===== src/rtl/if_stage.sv =====
// ============================================================================
// if_stage
// Instruction-fetch stage sitting directly in front of the instruction memory.
// Owns the word-addressed program counter, drives the combinational memory
// read address, and captures the returned word into the IF/ID pipeline
// register. Handles hazard stalls, downstream branch/jump redirects and the
// end-of-code halt condition.
// ============================================================================
module if_stage #(
    parameter logic [31:0] RESET_PC = 32'd31,
    parameter logic [31:0] PC_MAX   = 32'd223,
    parameter logic [31:0] NOP      = 32'h0000_0000
) (
    input  logic        clk,
    input  logic        rst_n,
    input  logic        stall,
    input  logic        redirect_valid,
    input  logic [31:0] redirect_pc,
    output logic [31:0] imem_addr,
    input  logic [31:0] imem_data,
    output logic [31:0] if_id_instr,
    output logic [31:0] if_id_pc,
    output logic        if_id_valid,
    output logic        halted,
    output logic        addr_err,
    output logic [31:0] fetch_count
);

    typedef enum logic [0:0] {
        ST_RUN  = 1'b0,
        ST_HALT = 1'b1
    } state_t;

    // A redirect target is legal only inside the code region of the memory.
    function automatic logic in_code_range(input logic [31:0] addr);
        return (addr >= RESET_PC) && (addr <= PC_MAX);
    endfunction

    // ------------------------------------------------------------------------
    // State and pipeline registers
    // ------------------------------------------------------------------------
    state_t      state_r;
    logic [31:0] pc_r;
    logic [31:0] if_id_instr_r;
    logic [31:0] if_id_pc_r;
    logic        if_id_valid_r;
    logic        addr_err_r;
    logic [31:0] fetch_count_r;

    // Next-state values computed by the combinational process
    state_t      state_nxt_s;
    logic [31:0] pc_nxt_s;
    logic [31:0] if_id_instr_nxt_s;
    logic [31:0] if_id_pc_nxt_s;
    logic        if_id_valid_nxt_s;
    logic        addr_err_nxt_s;
    logic [31:0] fetch_count_nxt_s;
    logic        target_ok_s;

    // Next-state and datapath decisions; priority is redirect > stall > fetch.
    always_comb begin
        state_nxt_s       = state_r;
        pc_nxt_s          = pc_r;
        if_id_instr_nxt_s = if_id_instr_r;
        if_id_pc_nxt_s    = if_id_pc_r;
        if_id_valid_nxt_s = if_id_valid_r;
        addr_err_nxt_s    = addr_err_r;
        fetch_count_nxt_s = fetch_count_r;
        target_ok_s       = in_code_range(redirect_pc);

        case (state_r)
            ST_RUN: begin
                if (redirect_valid) begin
                    // Flush IF/ID; an illegal target is still loaded into
                    // the PC so it stays visible for debug.
                    pc_nxt_s          = redirect_pc;
                    if_id_instr_nxt_s = NOP;
                    if_id_valid_nxt_s = 1'b0;
                    if (target_ok_s) begin
                        state_nxt_s = ST_RUN;
                    end else begin
                        state_nxt_s    = ST_HALT;
                        addr_err_nxt_s = 1'b1;
                    end
                end else if (stall) begin
                    // Hold everything while the hazard unit holds us.
                    state_nxt_s = ST_RUN;
                end else begin
                    if_id_instr_nxt_s = imem_data;
                    if_id_pc_nxt_s    = pc_r;
                    if_id_valid_nxt_s = 1'b1;
                    fetch_count_nxt_s = fetch_count_r + 32'd1;
                    if (pc_r == PC_MAX) begin
                        // Last code word fetched: run off the end and stop.
                        state_nxt_s = ST_HALT;
                        pc_nxt_s    = PC_MAX + 32'd1;
                    end else begin
                        state_nxt_s = ST_RUN;
                        pc_nxt_s    = pc_r + 32'd1;
                    end
                end
            end

            ST_HALT: begin
                if (redirect_valid) begin
                    // A late branch can pull fetch back into the code region.
                    pc_nxt_s          = redirect_pc;
                    if_id_instr_nxt_s = NOP;
                    if_id_valid_nxt_s = 1'b0;
                    if (target_ok_s) begin
                        state_nxt_s = ST_RUN;
                    end else begin
                        state_nxt_s    = ST_HALT;
                        addr_err_nxt_s = 1'b1;
                    end
                end else if (stall) begin
                    state_nxt_s = ST_HALT;
                end else begin
                    // Keep emitting bubbles while halted.
                    state_nxt_s       = ST_HALT;
                    if_id_instr_nxt_s = NOP;
                    if_id_valid_nxt_s = 1'b0;
                end
            end

            default: begin
                // Unreachable encoding: park safely with a bubble.
                state_nxt_s       = ST_HALT;
                if_id_instr_nxt_s = NOP;
                if_id_valid_nxt_s = 1'b0;
            end
        endcase
    end

    // State register with asynchronous reset.
    always_ff @(posedge clk or negedge rst_n) begin
        if (!rst_n) begin
            state_r <= ST_RUN;
        end else begin
            state_r <= state_nxt_s;
        end
    end

    // PC, IF/ID pipeline register, sticky error flag and fetch counter.
    always_ff @(posedge clk or negedge rst_n) begin
        if (!rst_n) begin
            pc_r          <= RESET_PC;
            if_id_instr_r <= NOP;
            if_id_pc_r    <= 32'd0;
            if_id_valid_r <= 1'b0;
            addr_err_r    <= 1'b0;
            fetch_count_r <= 32'd0;
        end else begin
            pc_r          <= pc_nxt_s;
            if_id_instr_r <= if_id_instr_nxt_s;
            if_id_pc_r    <= if_id_pc_nxt_s;
            if_id_valid_r <= if_id_valid_nxt_s;
            addr_err_r    <= addr_err_nxt_s;
            fetch_count_r <= fetch_count_nxt_s;
        end
    end

    // ------------------------------------------------------------------------
    // Outputs: all come straight from registers
    // ------------------------------------------------------------------------
    assign imem_addr   = pc_r;
    assign if_id_instr = if_id_instr_r;
    assign if_id_pc    = if_id_pc_r;
    assign if_id_valid = if_id_valid_r;
    assign halted      = (state_r == ST_HALT);
    assign addr_err    = addr_err_r;
    assign fetch_count = fetch_count_r;

endmodule


===== config.mk =====
export PLATFORM = sky130hd
export DESIGN_NAME = if_stage
export DESIGN_NICKNAME = d
export VERILOG_FILES = /design/src/rtl/if_stage.sv
export SDC_FILE = /design/constraint.sdc
export NUM_CORES = 1
export LEC_CHECK = 0
export BUFFER_PORTS_ARGS = -buffer_cell sky130_fd_sc_hd__buf_2
export CAP_MARGIN = 15
export CORE_AREA = 2 2 130 132
export CTS_CLUSTER_SIZE = 40
export DETAILED_ROUTE_END_ITERATION = 8
export DIE_AREA = 0 0 132 134
export GPL_TIMING_DRIVEN = 0
export SLEW_MARGIN = 20
export SYNTH_ARGS = -nofsm -noshare
export SYNTH_HDL_FRONTEND = slang
export SYNTH_SLANG_ARGS = --single-unit

===== constraint.sdc =====
create_clock -name clk -period 2.9 [get_ports clk]
set_input_delay 0.58 -clock clk [delete_from_list [all_inputs] [get_ports clk]]
set_output_delay 0.58 -clock clk [all_outputs]
set_load 0.02 [all_outputs]

==> impl_metrics.json <==
{
  "status": "complete, no violations",
  "setup_ws_ps": 151,
  "clkSinkCount": 131,
  "area.growth.synth_to_final_pct": 32.2,
  "core_area_mm2": 0.0163,
  "row_count": 47,
  "post-route-min-period_ps": 2750,
  "syn_area_mm2": 0.00607,
  "crit_arrival_ps": 3060,
  "power_uw": 5010,
  "synth_seq_area_share": 0.541,
  "crit_fanout": 10,
  "antenna_found_initial": 0,
  "dr.pass1.iters": 5,
  "cts.path.max_buffers": 2,
  "vdd_drop_max_v": 0.000424,
  "setup_viol": 0,
  "antenna_cells": 0,
  "dieWidth_um": 132,
  "placed_cell_area_mm2": 0.00737,
  "endpoint_kind": "register",
  "start_util": 0.373,
  "r2r_start": "imem_addr[4]",
  "fin_crit_sh": 0.948,
  "power.density_mw_per_mm2": 623,
  "drcViolationCount": 0,
  "synth_cell_types": 54,
  "syn_nets": 670,
  "final_cells": 1051,
  "worstMarginPinSlew_ps": 1130,
  "die_h_um": 134,
  "rsz0062_at_grt": "false",
  "syn_inst": 600,
  "h-tree-depth": 4,
  "cp-endpoint": "imem_addr[14]",
  "crit_required_ps": 3210,
  "drive_above_1_share": 0.294,
  "synth_edf_count": 0,
  "r2r_slack_ps": 150,
  "cap_violations": 0,
  "synthArstFlopShare": 1.00,
  "place_congestion": 0.892,
  "r2r-end": "imem_addr[14]",
  "finish.utilization": 0.493,
  "avgSynthCellArea_um2": 10.1,
  "fin_area_mm2": 0.00803,
  "ys_seq_elements": 131,
  "leakagePower_uw": 0.00399,
  "grt-ovfl-total": 0,
  "port_buffers": 197,
  "ant_nets": 0,
  "startpoint": "imem_addr[4]",
  "cts_root_buffer": "clkbuf_16",
  "track_usage": 0.227,
  "reg2regPathDepth": 7,
  "worst_setup_path_start_kind": "register",
  "hp-class": "in2async",
  "grt_pass1_wl_um": 31300,
  "clock_skew_ps": 7.69,
  "yosysWarnings": 0,
  "cts_resized": 0,
  "clkLatencyLatePin_ps": 430,
  "vias": 5810,
  "synthFlopType": "dfrtp_1",
  "grt_max_degree": 100,
  "final_hold_viol_count": 0,
  "fmax_ghz": 0.364,
  "wl_per_cell_um": 18.8,
  "pre_cts_ws_ps": -118,
  "fillers": 1575,
  "cts_made_buffers": 17,
  "cts.clk_slew.worst_paths_ps": 60,
  "grt_pass1_vias": 5796,
  "place_inst": 1018,
  "max_slew_margin": 0.241,
  "hpwlAfterDp_um": 14300,
  "layout.nets": 888,
  "drt_iter0_drc": 321,
  "viasPerCell": 5.53,
  "dieArea_mm2": 0.0177,
  "wirelength_um": 19800,
  "slew_viol_final": 0,
  "ios": 199,
  "crit_type": "reg2reg",
  "cts_tree": "built"
}
synthesized netlist by cell type (2+ instances only):
cell type  count  share of area
and4_1        12          0.017
xor2_1         3         0.0043
a221oi_1       4         0.0058
dfrtp_1      126           0.52
a21oi_1       14          0.012
inv_1          8         0.0049
o21a_1         9          0.011
nor3_1        12         0.0099
o22ai_1        2         0.0021
o41ai_1        3         0.0043
buf_2          2         0.0016
dfstp_2        5          0.022
a31oi_1        3         0.0031
nand3_1       29          0.024
nor4b_1        5         0.0072
o211ai_1       7         0.0087
a22oi_1        2         0.0025
nand4_1       21          0.022
or4_1          3         0.0037
a221o_1        9          0.015
nand2_1      117          0.072
o21ai_1        7         0.0058
xnor2_1       28          0.040
nor4_1        24          0.025
a21o_1         6         0.0074
or2_1          2         0.0021
o21ai_0       12         0.0099
buf_6          3         0.0056
a211oi_1       2         0.0025
ha_1           2         0.0041
a22o_1        36          0.052
clkbuf_1      33          0.020
nor2_1        19          0.012
and3_1        10          0.010
critical path, cell delays in order (launching register included):
cell,delay [ps]
dfstp_2,530
clkbuf_1,290
nand4_1,230
or4_1,530
o31ai_4,400
buf_4,280
nor4_1,90
a221o_1,290
worst min-delay path by stage:
| stage | start | to | slack, ps | cells after the start |
|---|---|---|---|---|
| global placement | if_id_pc[27] | if_id_pc[27] | 460 | 2 |
| global route | rst_n | fetch_count[13] | 10 | 1 |
| finish | rst_n | fetch_count[16] | 9 | 1 |
| CTS | rst_n | fetch_count[16] | 6 | 1 |
| detailed placement | rst_n | fetch_count[16] | 460 | 1 |
| floorplan | rst_n | addr_err | 280 | 0 |
state kept, by name (all words and copies together) (netlist names):
| register | count |
|---|---|
| addr_err | 1 |
| fetch_count | 32 |
| halted | 1 |
| if_id_instr | 32 |
| if_id_pc | 32 |
| if_id_valid | 1 |
| imem_addr | 32 |
per-stage QoR:
stage,hold WS [ps],setup TNS [ps]
floorplan,284,0
global placement,456,-61130
detailed placement,457,-265
CTS,5.57,0
global route,9.69,0
finish,8.81,0
routing by layer:
layer  vias up  share of wire  track usage
li1       2663              -            -
met1      2839           0.44        0.295
met2       277           0.47        0.369
met3        31          0.071       0.0563
met4         0          0.020       0.0821
met5         -              0            0
cell type report:
| type | instances | area [µm²] | area share |
|---|---|---|---|
| sequential | 131 | 3280 | 0.409 |
| buffer | 39 | 175 | 0.0218 |
| timing repair buffer | 199 | 1030 | 0.128 |
| tap | 220 | 275 | 0.0343 |
| clock buffer | 20 | 447 | 0.0556 |
| inverter | 8 | 30.0 | 0.00374 |
| multi-input combinational | 422 | 2580 | 0.322 |
| clock inverter | 12 | 205 | 0.0255 |
kinds of logic after synthesis:
group           synth area share
buf+inv                   0.0338
simple gates               0.214
fa+ha+maj                0.00412
xor+xnor                  0.0447
compound gates             0.163
flops                      0.541
timing repair:
item | in CTS | in global routing
setup buffers | 1 | 0
hold buffers | 0 | 0
pin swaps | 1 | 1
endpoints found under the setup margin | 1 | 1
layout by cell type, fill, tap and decap left out, types with 10 or more instances in the layout:
master	synthesis	routed
clkbuf_16	0	17
nor2_1	19	19
a22o_1	36	36
nor4_1	24	24
nand3_1	29	29
xnor2_1	28	28
nor3_1	12	12
and3_1	10	10
a21oi_1	14	14
nand4_1	21	21
nand2_1	117	117
dfrtp_1	126	126
o21ai_0	12	12
clkbuf_1	33	35
buf_2	2	198
and4_1	12	12
power by group:
part | switching [µW] | leakage [µW] | internal (µW) | total, µW
Clock | 843 | 0.000311 | 1550 | 2400
Combinational | 364 | 0.00196 | 194 | 558
Sequential | 125 | 0.00173 | 1930 | 2050
Total | 1330 | 0.00399 | 3670 | 5010
No activity file was read; power rests on OpenSTA's default activity.
